`config.mk`:
```
export PLATFORM = sky130hd
export DESIGN_NAME = mb_data_xfer
export DESIGN_NICKNAME = d
export VERILOG_FILES = /design/src/rtl/mb_data_xfer.sv
export SDC_FILE = /design/constraint.sdc
export NUM_CORES = 1
export LEC_CHECK = 0
export BUFFER_PORTS_ARGS = -buffer_cell sky130_fd_sc_hd__buf_2
export CAP_MARGIN = 5
export CELL_PAD_IN_SITES_DETAIL_PLACEMENT = 2
export CELL_PAD_IN_SITES_GLOBAL_PLACEMENT = 2
export CORE_MARGIN = 3
export CORE_UTILIZATION = 22
export DETAILED_ROUTE_END_ITERATION = 8
export PLACE_DENSITY_LB_ADDON = 0.1
export SLEW_MARGIN = 15
export SYNTH_ARGS = -nofsm -noshare
export SYNTH_HDL_FRONTEND = slang
export SYNTH_SLANG_ARGS = --single-unit
```
`constraint.sdc`:
```
create_clock -name clk -period 3.81 [get_ports clk]
set_input_delay 0.9525 -clock clk [delete_from_list [all_inputs] [get_ports clk]]
set_output_delay 0.9525 -clock clk [all_outputs]
set_load 0.02 [all_outputs]
```
`src/rtl/mb_data_xfer.sv`:
```
// Drive-side Massbus sector transfer sequencer: devREQO/devACKI handshake, one word per 3 cycles.
// Optional write-check compare enabled by MB_WRCHK_EN; without it func=10 completes as illegal.
module mb_data_xfer #(
  parameter int BUFDEPTH = 128,
  parameter int AW       = $clog2(BUFDEPTH)
) (
  input  logic          clk,
  input  logic          rst,
  input  logic          devRESET,
  input  logic          start,
  input  logic [1:0]    func,
  input  logic [15:0]   rhWC,
  output logic          devREQO,
  input  logic          devACKI,
  input  logic [35:0]   devDATAI,
  output logic [35:0]   devDATAO,
  output logic          incBA4,
  output logic          incWC2,
  output logic          setNPRO,
  output logic          setWCE,
  output logic [AW-1:0] bufADDR,
  output logic          bufWR,
  output logic [35:0]   bufWDATA,
  input  logic [35:0]   bufRDATA,
  output logic          busy,
  output logic          done,
  output logic          sectEnd,
  output logic          funcErr
);

  localparam logic [1:0] FN_WRITE = 2'b00;
  localparam logic [1:0] FN_READ  = 2'b01;

  typedef enum logic [2:0] {IDLE, FETCH, REQ, XFER, DONE} state_t;

  state_t        state, state_nxt;
  logic [AW-1:0] index;
  logic [1:0]    func_q;
  logic [35:0]   data_q;
  logic          last_q;
  logic          sect_q;
  logic          ferr_q;
  logic          req_seen;
  logic          func_illegal;
  logic          at_end;
  logic          wce;

  assign at_end = (index == AW'(BUFDEPTH - 1));

`ifdef MB_WRCHK_EN
  logic wce_q;

  assign func_illegal = (func == 2'b11);
  assign wce          = wce_q;

  // bufADDR is held at index through REQ, so bufRDATA still holds the fetched word at the ack edge.
  always_ff @(posedge clk) begin
    if (rst || devRESET) begin
      wce_q <= 1'b0;
    end else if (state == REQ && devACKI) begin
      wce_q <= (func_q == 2'b10) && (devDATAI != bufRDATA);
    end
  end
`else
  assign func_illegal = func[1];
  assign wce          = 1'b0;
`endif

  always_ff @(posedge clk) begin
    if (rst || devRESET) begin
      state    <= IDLE;
      index    <= '0;
      func_q   <= 2'b00;
      data_q   <= '0;
      last_q   <= 1'b0;
      sect_q   <= 1'b0;
      ferr_q   <= 1'b0;
      req_seen <= 1'b0;
    end else begin
      state <= state_nxt;
      case (state)
        IDLE: begin
          if (start) begin
            func_q   <= func;
            index    <= '0;
            req_seen <= 1'b0;
            sect_q   <= 1'b0;
            ferr_q   <= (rhWC != 16'h0000) && func_illegal;
          end
        end
        REQ: begin
          req_seen <= 1'b1;
          if (devACKI) begin
            data_q <= devDATAI;
            last_q <= (rhWC == 16'hFFFE);
          end
        end
        XFER: begin
          index  <= index + AW'(1);
          sect_q <= at_end && !last_q;
        end
        default: ;
      endcase
    end
  end

  always_comb begin
    state_nxt = state;
    devREQO   = 1'b0;
    devDATAO  = '0;
    incBA4    = 1'b0;
    incWC2    = 1'b0;
    setNPRO   = 1'b0;
    setWCE    = 1'b0;
    bufADDR   = '0;
    bufWR     = 1'b0;
    bufWDATA  = '0;
    busy      = 1'b0;
    done      = 1'b0;
    sectEnd   = 1'b0;
    funcErr   = 1'b0;
    case (state)
      IDLE: begin
        if (start) begin
          if (rhWC == 16'h0000 || func_illegal) state_nxt = DONE;
          else                                  state_nxt = FETCH;
        end
      end
      FETCH: begin
        busy      = 1'b1;
        bufADDR   = index;
        state_nxt = REQ;
      end
      REQ: begin
        busy    = 1'b1;
        bufADDR = index;
        devREQO = 1'b1;
        setNPRO = !req_seen;
        if (func_q == FN_READ) devDATAO = bufRDATA;
        if (devACKI) state_nxt = XFER;
      end
      XFER: begin
        busy    = 1'b1;
        bufADDR = index;
        incBA4  = 1'b1;
        incWC2  = 1'b1;
        setWCE  = wce;
        if (func_q == FN_WRITE) begin
          bufWR    = 1'b1;
          bufWDATA = data_q;
        end
        if (last_q || wce || at_end) state_nxt = DONE;
        else                         state_nxt = FETCH;
      end
      DONE: begin
        done      = 1'b1;
        sectEnd   = sect_q;
        funcErr   = ferr_q;
        state_nxt = IDLE;
      end
      default: state_nxt = IDLE;
    endcase
  end

endmodule

```
==> run_results.csv <==
group,metric,value,unit
global_routing,grt_pass1_vias,3154,
global_routing,busiest_layer,"met2",
placement,gp_congestion,0.7089,
cts,cts_tree,"built",
finish,multi_input_area,1506,um^2
placement,place_hpwl,8.314,mm
floorplan,die-height,117.1,um
pwr,p_leak,1.845,nW
global_routing,grt_pass1_wl,16.00,mm
timing,tightest_slew,0.9331,ns
synthesis,syn_nets,450,
timing,max-slew-margin-rel,0.3779,
finish,drive_gt1_frac,0.3889,
job,maxCapViolations,0,
timing,hold_viol_final,0,
finish,n_antenna_cell,0,
floorplan,ioPinCount,184,
route,drtIter0Drc,58,
floorplan,floorplan.initialDensity,0.2311,
finish,register_area,1041,um^2
timing,finClkSkew,0.007445,ns
setup_path,path_delay_family,"simple AND/OR/NAND/NOR gates",
synthesis,synth_ff_type,"dfxtp_1",
finish,fillers,1419,
cts,cts_num_sinks,52,
route,drt-vias-per-instance,4.446,
setup_path,startpoint_type,"flip-flop",
setup_path,crit_chain,"nor3b_4, and3b_1, and2_1, buf_2",
floorplan,dieWidth,117.1,um
synthesis,yosysSeqAreaShare,0.3831,
setup_path,cp-end-kind,"primary output",
floorplan,die_area,13720,um^2
cts,cts_root_buffer,"clkbuf_16",
route,finalWirelength,10.66,mm
setup_path,critical_path_class,"reg2out",
route,wl_per_cell,15.54,um
floorplan,fp.coreArea,11760,um^2
global_routing,grt_antenna_before_repair,0,
setup_path,cp_slowest_cell,"and3b_1",
cts,hold_buffers,0,
pwr,p_per_area,286.2,nW/um^2
synthesis,synth_area,2718,um^2
cts,clk_pin_slew,0.07,ns
finish,final_common_cell,"buf_2",
pwr,finalPower,0.001100,W
timing,timing.final.crit_share,0.8872,
cts,clock_path_buffers,2,
global_routing,grt_use_met3,0.04524,
global_routing,grt_use_total,0.1477,
route,drc_errors,0,
global_routing,grt_use_met2,0.2606,
finish,fin_nets,617,
synthesis,ys_warn_count,0,
synthesis,synth_edf_count,0,
synthesis,synth.distinct_cells,38,
timing,fmax,295.8,MHz
synthesis,ys_ff_latch,52,
finish,syn_to_final_growth,41.39,%
synthesis,synth_cells,354,
timing,drv_slew,0,
synthesis,async_flop_share,0,
timing,setup_violations,0,
finish,final_cell_mix,"buf_2 (182), nand2_1 (87), and2_1 (81)",
run_status,outcome,"complete, no violations",
placement,port_buffers,182,
route,ant_nets,0,
setup_path,crit_required,2.86,ns
setup_path,cp_num_buf_inv,1,
floorplan,fp-row-count,39,
timing,final.setup.tns,0,ns
min_path,hp-class,"reg2reg",
setup_path,cp_max_fo,36,
finish,final_area,3842,um^2
timing,rsz0062_at_grt,"false",
cts,htree_levels,2,
cts,ctsResizeCount,0,
timing,layout_min_cycle_time,3.380,ns
route,num_vias,3050,
global_routing,grt_max_degree,38,
setup_path,cp_slowest_stage_delay,0.82,ns
synthesis,syn_avg_cell_area,7.677,um^2
placement,placed_area,3697,um^2
cts,post_cts_buffers,0,
setup_path,cp.arrival,2.43,ns
cts,clk_latency,0.30,ns
route,dr.pass1.iters,3,
global_routing,grt_use_met1,0.1744,
cts,numCtsBuffers,5,
global_routing,grt_remaining_overflow,0,
setup_path,r2r_slack,1.70,ns
pwr,ir_drop,0.0001593,V
-- worst reg2reg max path: stages (launching register included) --
cell     delay [ns]
dfxtp_1        0.56
nor3b_4        0.35
and2_1         0.50
buf_4          0.39
nand2_1        0.10
a21oi_1        0.14
-- logic make-up after synthesis --
family          count (synthesis)  share of synthesized area
flops                          52                     0.3831
xor+xnor                        2                   0.006447
simple gates                  212                     0.4181
fa+ha+maj                       1                   0.004603
compound gates                 58                     0.1197
buf+inv                        27                    0.06261
mux                             1                   0.004143
other cells                     1                   0.001380
-- stage by stage --
| step | cells | util | hold WS (ns) | setup WS [ns] |
|---|---|---|---|---|
| finish | 686 | 0.3267 | 0.4543 | 0.4296 |
| CTS | 686 | 0.3267 | 0.4560 | 0.3571 |
| global placement | 678 | 0.3144 | 0.4375 | 0.8463 |
| detailed placement | 678 | 0.3144 | 0.4474 | 0.6880 |
| floorplan | 354 | - | 0.4274 | 1.336 |
| global route | 686 | 0.3267 | 0.4782 | 0.1796 |
-- state kept, by name (all words and copies together) (netlist names) --
name,count
index,7
ferr_q,1
sect_q,1
req_seen,1
data_q,36
state,3
last_q,1
func_q,2
-- final timing paths --
check / from / end / depth (start not counted)
min: ferr_q / ferr_q / 2
max reg2reg: state[1] / data_q[19] / 5
min reg2reg: ferr_q / ferr_q / 2
max: state[1] / devDATAO[5] / 4
-- power by group --
part | switching [W] | internal (W) | total (W)
Sequential | 0.00000437 | 0.000546 | 0.000550
Combinational | 0.0000448 | 0.0000451 | 0.0000899
Clock | 0.000214 | 0.000246 | 0.000460
-- per-layer routing --
| metal | vias to the layer above | routed length [um] |
|---|---|---|
| li1 | 1489 | - |
| met1 | 1422 | 4474 |
| met2 | 132 | 5060 |
| met3 | 7 | 1017 |
| met4 | 0 | 111 |
| met5 | - | 0 |
-- cell type report --
class	count	area share
sequential	52	0.2709
multi-input combinational	275	0.3921
timing repair buffer	186	0.2449
inverter	1	0.0009769
clock buffer	6	0.03354
clock inverter	2	0.004233
tap	164	0.05340
-- synth_stat cells, types with 2 or more instances --
cell	n	area share
a21oi_1	44	0.081
a21oi_2	4	0.013
a311oi_1	2	0.0064
a41oi_1	2	0.0064
and2_1	81	0.19
and3_1	3	0.0069
buf_2	4	0.0074
buf_4	6	0.017
buf_6	5	0.021
clkbuf_1	7	0.0097
clkbuf_2	3	0.0055
dfxtp_1	52	0.38
nand2_1	87	0.12
nand2b_1	2	0.0046
nand3_1	3	0.0055
nand3b_1	2	0.0055
nand4_1	6	0.014
nand4b_1	2	0.0064
nor2_1	12	0.017
nor3_1	2	0.0037
nor4_1	5	0.012
o21ai_0	4	0.0074
No activity file was read; power rests on OpenSTA's default activity.
